File: src/rtl/pc_sequencer_if.sv
// Fetch and execute handshake bundle between pc_sequencer,
// instruction memory and the decoder/datapath.
interface pc_sequencer_if #(
    parameter int WIDTH = 16
);
    logic             fetch_req;
    logic [WIDTH-1:0] fetch_addr;
    logic             fetch_ack;
    logic [WIDTH-1:0] instr_in;
    logic [WIDTH-1:0] instr_out;
    logic             instr_valid;
    logic             exec_done;
    logic             ctl_jump;
    logic             ctl_branch;
    logic             ctl_jal;
    logic [3:0]       cond;
    logic [4:0]       psr_flags;
    logic [WIDTH-1:0] src2;
    logic             halt;

    modport master (
        output fetch_req,
        output fetch_addr,
        input  fetch_ack,
        input  instr_in,
        output instr_out,
        output instr_valid,
        input  exec_done,
        input  ctl_jump,
        input  ctl_branch,
        input  ctl_jal,
        input  cond,
        input  psr_flags,
        input  src2,
        input  halt
    );

    modport slave (
        input  fetch_req,
        input  fetch_addr,
        output fetch_ack,
        output instr_in,
        input  instr_out,
        input  instr_valid,
        output exec_done,
        output ctl_jump,
        output ctl_branch,
        output ctl_jal,
        output cond,
        output psr_flags,
        output src2,
        output halt
    );
endinterface

File: src/rtl/pc_sequencer.sv
// Multicycle PC controller: FETCH -> EXEC -> UPDATE (-> HALT).
// Optional PC_BRANCH_STATS_EN adds a saturating taken_count output.
module pc_sequencer #(
    parameter int               WIDTH        = 16,
    parameter logic [WIDTH-1:0] RESET_VECTOR = '0
) (
    input  logic             clk,
    input  logic             reset,
    pc_sequencer_if.master   bus,
    output logic             link_we,
    output logic [WIDTH-1:0] link_data,
    output logic [WIDTH-1:0] pc,
`ifdef PC_BRANCH_STATS_EN
    output logic [WIDTH-1:0] taken_count,
`endif
    output logic             halted
);

    localparam logic [1:0] S_FETCH  = 2'd0;
    localparam logic [1:0] S_EXEC   = 2'd1;
    localparam logic [1:0] S_UPDATE = 2'd2;
    localparam logic [1:0] S_HALT   = 2'd3;

    logic [1:0]       state;
    logic [WIDTH-1:0] next_pc;
    logic [WIDTH-1:0] pc_inc;
    logic [WIDTH-1:0] target;
    logic             cond_true;
    logic             n_f, z_f, f_f, l_f, c_f;

    assign {n_f, z_f, f_f, l_f, c_f} = bus.psr_flags;
    assign pc_inc         = pc + WIDTH'(1);
    assign bus.fetch_addr = pc;

    always_comb begin
        cond_true = 1'b0;
        case (bus.cond)
            4'h0: cond_true = z_f;
            4'h1: cond_true = !z_f;
            4'h2: cond_true = c_f;
            4'h3: cond_true = !c_f;
            4'h4: cond_true = l_f;
            4'h5: cond_true = !l_f;
            4'h6: cond_true = n_f;
            4'h7: cond_true = !n_f;
            4'h8: cond_true = f_f;
            4'h9: cond_true = !f_f;
            4'hA: cond_true = !l_f && !z_f;
            4'hB: cond_true = l_f || z_f;
            4'hC: cond_true = !n_f && !z_f;
            4'hD: cond_true = n_f || z_f;
            4'hE: cond_true = 1'b1;
            default: cond_true = 1'b0;
        endcase
    end

    // jal outranks jump, which outranks branch
    always_comb begin
        target = pc_inc;
        if (bus.ctl_jal) begin
            target = bus.src2;
        end else if (bus.ctl_jump) begin
            if (cond_true) target = bus.src2;
        end else if (bus.ctl_branch) begin
            if (cond_true) target = pc + bus.src2;
        end
    end

    always_ff @(posedge clk or negedge reset) begin
        if (!reset) begin
            state           <= S_FETCH;
            pc              <= RESET_VECTOR;
            next_pc         <= RESET_VECTOR;
            bus.instr_out   <= '0;
            bus.fetch_req   <= 1'b0;
            bus.instr_valid <= 1'b0;
            link_we         <= 1'b0;
            link_data       <= '0;
            halted          <= 1'b0;
        end else begin
            case (state)
                S_FETCH: begin
                    if (bus.fetch_req && bus.fetch_ack) begin
                        bus.instr_out   <= bus.instr_in;
                        bus.fetch_req   <= 1'b0;
                        bus.instr_valid <= 1'b1;
                        state           <= S_EXEC;
                    end else begin
                        bus.fetch_req <= 1'b1;
                    end
                end
                S_EXEC: begin
                    if (bus.exec_done) begin
                        next_pc         <= target;
                        link_we         <= bus.ctl_jal;
                        bus.instr_valid <= 1'b0;
                        state           <= S_UPDATE;
                        if (bus.ctl_jal) link_data <= pc_inc;
                    end
                end
                S_UPDATE: begin
                    pc      <= next_pc;
                    link_we <= 1'b0;
                    if (bus.halt) begin
                        halted <= 1'b1;
                        state  <= S_HALT;
                    end else begin
                        state <= S_FETCH;
                    end
                end
                default: begin
                    if (!bus.halt) begin
                        halted <= 1'b0;
                        state  <= S_FETCH;
                    end
                end
            endcase
        end
    end

`ifdef PC_BRANCH_STATS_EN
    logic taken;
    logic taken_q;

    assign taken = bus.ctl_jal
                 || ((bus.ctl_jump || bus.ctl_branch) && cond_true);

    always_ff @(posedge clk or negedge reset) begin
        if (!reset) begin
            taken_q     <= 1'b0;
            taken_count <= '0;
        end else begin
            if (state == S_EXEC && bus.exec_done) taken_q <= taken;
            if (state == S_UPDATE && taken_q && !(&taken_count))
                taken_count <= taken_count + WIDTH'(1);
        end
    end
`endif

endmodule

File: src/flat_wrapper.sv
// flat-port wrapper written by rule: the top's interface ports become plain ports
module pc_sequencer_flat 
#(
    parameter int               WIDTH        = 16,
    parameter logic [WIDTH-1:0] RESET_VECTOR = '0
)
  (clk, reset, link_we, link_data, pc, halted, bus_fetch_req, bus_fetch_addr, bus_fetch_ack, bus_instr_in, bus_instr_out, bus_instr_valid, bus_exec_done, bus_ctl_jump, bus_ctl_branch, bus_ctl_jal, bus_cond, bus_psr_flags, bus_src2, bus_halt);
  pc_sequencer_if #(.WIDTH(WIDTH)) bus_i ();
  input  logic clk;
  input  logic reset;
  output logic link_we;
  output logic [WIDTH-1:0] link_data;
  output logic [WIDTH-1:0] pc;
  output logic halted;
  output wire logic [$bits(bus_i.fetch_req)-1:0] bus_fetch_req;
  output wire logic [$bits(bus_i.fetch_addr)-1:0] bus_fetch_addr;
  input wire logic [$bits(bus_i.fetch_ack)-1:0] bus_fetch_ack;
  input wire logic [$bits(bus_i.instr_in)-1:0] bus_instr_in;
  output wire logic [$bits(bus_i.instr_out)-1:0] bus_instr_out;
  output wire logic [$bits(bus_i.instr_valid)-1:0] bus_instr_valid;
  input wire logic [$bits(bus_i.exec_done)-1:0] bus_exec_done;
  input wire logic [$bits(bus_i.ctl_jump)-1:0] bus_ctl_jump;
  input wire logic [$bits(bus_i.ctl_branch)-1:0] bus_ctl_branch;
  input wire logic [$bits(bus_i.ctl_jal)-1:0] bus_ctl_jal;
  input wire logic [$bits(bus_i.cond)-1:0] bus_cond;
  input wire logic [$bits(bus_i.psr_flags)-1:0] bus_psr_flags;
  input wire logic [$bits(bus_i.src2)-1:0] bus_src2;
  input wire logic [$bits(bus_i.halt)-1:0] bus_halt;
  assign bus_fetch_req = bus_i.fetch_req;
  assign bus_fetch_addr = bus_i.fetch_addr;
  assign bus_i.fetch_ack = bus_fetch_ack;
  assign bus_i.instr_in = bus_instr_in;
  assign bus_instr_out = bus_i.instr_out;
  assign bus_instr_valid = bus_i.instr_valid;
  assign bus_i.exec_done = bus_exec_done;
  assign bus_i.ctl_jump = bus_ctl_jump;
  assign bus_i.ctl_branch = bus_ctl_branch;
  assign bus_i.ctl_jal = bus_ctl_jal;
  assign bus_i.cond = bus_cond;
  assign bus_i.psr_flags = bus_psr_flags;
  assign bus_i.src2 = bus_src2;
  assign bus_i.halt = bus_halt;
  pc_sequencer #(.WIDTH(WIDTH), .RESET_VECTOR(RESET_VECTOR)) u_core (.clk(clk), .reset(reset), .bus(bus_i), .link_we(link_we), .link_data(link_data), .pc(pc), .halted(halted));
endmodule
File: config.mk
export PLATFORM = sky130hd
export DESIGN_NAME = pc_sequencer_flat
export DESIGN_NICKNAME = d
export VERILOG_FILES = /design/src/rtl/pc_sequencer_if.sv /design/src/rtl/pc_sequencer.sv /design/src/flat_wrapper.sv
export SDC_FILE = /design/constraint.sdc
export NUM_CORES = 1
export LEC_CHECK = 0
export CAP_MARGIN = 20
export CORE_MARGIN = 2
export CORE_UTILIZATION = 45
export CTS_BUF_LIST = sky130_fd_sc_hd__clkbuf_16
export DETAILED_ROUTE_END_ITERATION = 7
export PLACE_DENSITY_LB_ADDON = 0.15
export RECOVER_POWER = 25
export SETUP_SLACK_MARGIN = 0.3
export SLEW_MARGIN = 20
export SYNTH_ARGS = -nofsm -noshare
export SYNTH_HDL_FRONTEND = slang
export SYNTH_SLANG_ARGS = --single-unit
File: constraint.sdc
create_clock -name clk -period 5.84 [get_ports clk]
set_input_delay 0.876 -clock clk [delete_from_list [all_inputs] [get_ports clk]]
set_output_delay 0.876 -clock clk [all_outputs]
set_load 0.01 [all_outputs]
After elaboration in Yosys (flattened, before gate mapping)
Cells that the tools add are included.
{ "op_classes": {"add_sub_neg": 2, "eq_ne": 21, "muxes": 20, "n_bitwise": 1, "reduce_logical": 22} }
{ "ops": {"columns": ["op", "n"], "rows": [
  ["$mux W16", 5],
  ["$eq A4 B4 Y1 const B", 7],
  ["$add A16 B1 Y16 const B", 1],
  ["$add A16 B16 Y16", 1],
  ["$eq A4 B3 Y1 const B", 4],
  ["$pmux W1 S15", 1],
  ["$reduce_and A3 Y1", 4],
  ["$eq A4 B2 Y1 const B", 2],
  ["$mux W2", 4],
  ["$mux W1", 6],
  ["$pmux W1 S2", 3],
  ["$pmux W2 S3", 1],
  ["$reduce_and A2 Y1", 3],
  ["$logic_not A1 Y1", 5],
  ["$eq A4 B1 Y1 const B", 1],
  ["$logic_not A4 Y1", 1],
  ["$ne A2 B1 Y1 const B", 2],
  ["$ne A2 B2 Y1 const B", 2],
  ["$ne A4 B1 Y1 const B", 1],
  ["$reduce_bool A2 Y1", 2],
  ["$logic_and A1 B1 Y1", 3],
  ["$eq A2 B1 Y1 const B", 1],
  ["$eq A2 B2 Y1 const B", 1],
  ["$logic_not A2 Y1", 1],
  ["other kinds (3)", 4]
]} }
{ "word_totals": {"register_bits": 70, "in_bits": 49, "out_inout_bits": 68, "word_cells": 75} }

Longest topological paths before layout
{ "logic_depth": {"word_depth": 7, "mapped_depth": 10} }

Least setup slack after synthesis
Ideal clock, no wire load.
{ "synth_path": {"path_type": "in2reg", "start": "input port bus_src2[0]", "end": "register u_core.next_pc[14]", "t_arrival_ns": 2.908, "path_slack_ns": 2.816, "cell_stages": 10, "cell_sequence": "ha_1 > fa_1 > a211oi_1 > o21a_1 > o31ai_1 > a41o_1 > a31oi_1 > xor2_1 > a221o_1 > o311ai_0"} }
{ "synth_between": {"elab_chain_cells": 5} }
{ "synth_rtl": {"columns": ["element", "line_no", "rtl"], "rows": [
  ["from (decl)", "flat_wrapper.sv:27", "input wire logic [$bits(bus_i.src2)-1:0] bus_src2;"],
  ["$add A16 B16 Y16", "pc_sequencer.sv:65", "if (cond_true) target = pc + bus.src2;"],
  ["$mux W16", "pc_sequencer.sv:65", null],
  ["$mux W16", "pc_sequencer.sv:64", "end else if (bus.ctl_branch) begin"],
  ["$mux W16", "pc_sequencer.sv:62", "end else if (bus.ctl_jump) begin"],
  ["$mux W16", "pc_sequencer.sv:60", "if (bus.ctl_jal) begin"],
  ["to (signal assigned)", "pc_sequencer.sv:94", "next_pc <= target;"],
  ["to (decl)", "pc_sequencer.sv:25", "logic [WIDTH-1:0] next_pc;"]
]} }
Every way passes these cells.
A chain may end at the register's enable or synchronous reset.

Final worst setup path
Same ends and word-level chain as after synthesis.

==> qor.txt <==
Core ar. -> 9200 um2
CP delay by family, top -> compound AO/OA/AOI/OAI gates
met2 GRT Util -> 36.6%
Final Setup Violations -> 0
final hold vios -> 0
clock root cell -> clkbuf_16
Via Count -> 3,578
Hold Buf Count CTS -> 0
final worst path period need -> 3.32 ns
postcts setup bufs -> 0
Final Non-Filler Cells -> 638
critical path start-end classification -> primary input to flip-flop
area share of the largest cell type after synthesis -> 41.2%
Top Usage Layer GRT -> met2
Critical Path Start -> bus_src2[0]
slowest CP cell -> clkdlybuf4s50_1
Avg Inst Size Synth -> 10.1 um2
list of most frequent post-synthesis cells -> dfrtp_1 (70), nand2_1 (41), mux2_2 (38)
Max Fclk -> 0.301 GHz
largest net degree at the start of global routing -> 71
fraction of registers with async set or reset after synthesis -> 100%
Critical Path Fanout Max -> 3
Max-cap violations -> 0
Worst slew margin -> 33.3%
P per Cell Area -> 541 nW/um2
sequential area share after synthesis -> 41.2%
CP Launch Type -> primary input
Starting Density -> 46.3%
outcome -> completed
clk sink count -> 70
Pins Over Slew Limit -> 0
Remaining DRCs -> 0
GR Layer Usage met1 -> 29.6%
H-tree depth -> 3
initial antenna violation count -> 0
Peak VDD IR -> 179 uV
Fin Setup TNS -> 0 ns
via/cell ratio -> 5.61
Yosys reg bits -> 70
Syn-to-layout area delta -> 33.3%
Area contributors post-synth -> dfrtp_1 (41%), mux2_2 (10%), ha_1 (6.2%)
CTS buffer count -> 9
Total Power -> 0.00307 W
EDFF count, synth -> 0
DRT iter0 DRCs -> 242
worst hold path type -> flip-flop to flip-flop
GP Congestion -> 0.906
Ys Warns -> 0
first-pass GRT wire length -> 17,800 um
worst skew pair latency -> 0.33 ns
leading area contributor after synthesis -> dfrtp_1
total wire length -> 11,200 um
Critical Path Sink Type -> flip-flop
DIE AREA -> 10,300 um2
DRT antenna net count -> 0
synth unique cells -> 56
reg-to-reg startpoint -> u_core.bus.fetch_addr[0]
# resized after CTS -> 0
PortBufs -> 116
clock tree buffer depth -> 2
vias in the first global route -> 3,542
global route overflow -> 0
syn nets -> 494
Synth Flop Type -> dfrtp_1
Tcrit/Tclk final -> 56.9%
FP Rows -> 35
Pleak -> 2.35 nW
Req. time, crit path -> 6.06 ns
most frequent cell after synthesis -> dfrtp_1
clk slew on worst S/H paths -> 0.06 ns
drt wl/cell -> 17.5 um
die width -> 101 um
crit path setup slack, layout -> 2.52 ns
met3 Use GR -> 3.86%
Crit path buffers/inverters -> 1
crit path DAT -> 3.54 ns
Hold Crit Start -> u_core.next_pc[0]
RSZ-0062 raised after global routing -> no
n_diodes -> 0
Mapped Area -> 4260 um2
Slowest Stage Delay on Critical Path -> 0.43 ns
share of post-route cells with drive strength above 1 -> 12.5%
fin nets -> 593
Initial DRT Pass Iterations -> 4
CTS tree -> yes
worst slew pin tran -> 1.00 ns
Placed Cells -> 622
clk_skew -> 0.00562 ns
Setup Slack @ Placement -> 2.17 ns
Synth Instances -> 423
# IOs -> 117
critical path, cell by cell -> clkdlybuf4s50_1 -> ha_1 -> fa_1 -> a211oi_1 -> o21a_1 -> o31ai_1 -> a41o_1 -> a31oi_1 -> xor2_1 -> a221o_1 -> o311ai_0
post-DP HPWL -> 8230 um
Vert. Die Dim -> 101 um
Tot GR Track Use -> 22.4%
==> cells by family after synthesis <==
logic type	after synthesis	share of synthesized area (%)
flip-flops	70	41.2
buffers and inverters	39	5.23
AND/OR/NAND/NOR	109	11.9
AO/OA/AOI/OAI	114	18.3
XOR/XNOR	29	5.97
multiplexers	40	10.8
adder cells (fa/ha/maj)	22	6.65
==> sequential cells by signal (all words and copies together), names as in the netlist <==
register,flops
u_core.bus.fetch_addr,16
u_core.bus.instr_out,16
u_core.link_data,16
u_core.next_pc,16
u_core.state,2
u_core.bus.fetch_req,1
u_core.bus.instr_valid,1
u_core.halted,1
u_core.link_we,1
==> through the flow <==
stage	utilization (%)	cell area, um2	hold slack (ns)
final	61.7	5670	0.473
after global routing	61.7	5670	0.511
after CTS	61.7	5670	0.475
after detailed placement	58.4	5370	0.462
after global placement	58.4	5370	0.455
after floorplan	-	4260	0.444
==> tightest hold or removal path: stages, from the launching register on <==
cell and delay, ns:
dfrtp_1 0.34, nand2_1 0.06, o21ai_2 0.05
==> layout make-up <==
type	count	area [um2]
Clock buffer	9	225
Clock inverter	7	73.8
Fill cell	810	3520
Inverter	10	37.5
Multi-Input combinational cell	314	2280
Sequential cell	70	1750
Tap cell	111	139
Timing Repair Buffer	117	1160
==> final timing paths <==
path	end	slack, ns	cells past startpoint
max in group asynchronous	u_core.bus.instr_out[6]	4.53	2
max	u_core.next_pc[14]	2.52	11
max reg2reg	u_core.next_pc[14]	2.97	10
min	u_core.next_pc[0]	0.47	2
min reg2reg	u_core.next_pc[0]	0.47	2
min in group asynchronous	u_core.bus.instr_out[7]	0.75	2
==> metal layers <==
| metal | vias to the layer above | share of wire (%) | wire, um |
|---|---|---|---|
| li1 | 1731 | - | - |
| met1 | 1697 | 45 | 5030 |
| met2 | 137 | 47 | 5210 |
| met3 | 13 | 6.9 | 767 |
| met4 | 0 | 1.4 | 156 |
| met5 | - | 0 | 0 |
==> cells in the final DEF, fill, tap and decap left out, types with 6 or more instances in the layout <==
cell / n
a22oi_1: 6
o21a_1: 6
clkdlybuf4s50_1: 115
a21oi_1: 21
mux2_2: 38
o211ai_1: 6
xnor2_1: 18
inv_1: 10
nand2_1: 41
o21ai_0: 26
nand3_1: 14
ha_1: 21
xor2_1: 11
nor2_1: 21
dfrtp_1: 70
clkbuf_16: 9
o22ai_1: 6
nor3_1: 8
==> power breakdown <==
| group | internal (W) | switching (W) |
|---|---|---|
| registers | 0.000717 | 0.000227 |
| logic | 0.000860 | 0.000717 |
| clock network | 0.000331 | 0.000218 |
(Power assumes the default switching activity.)
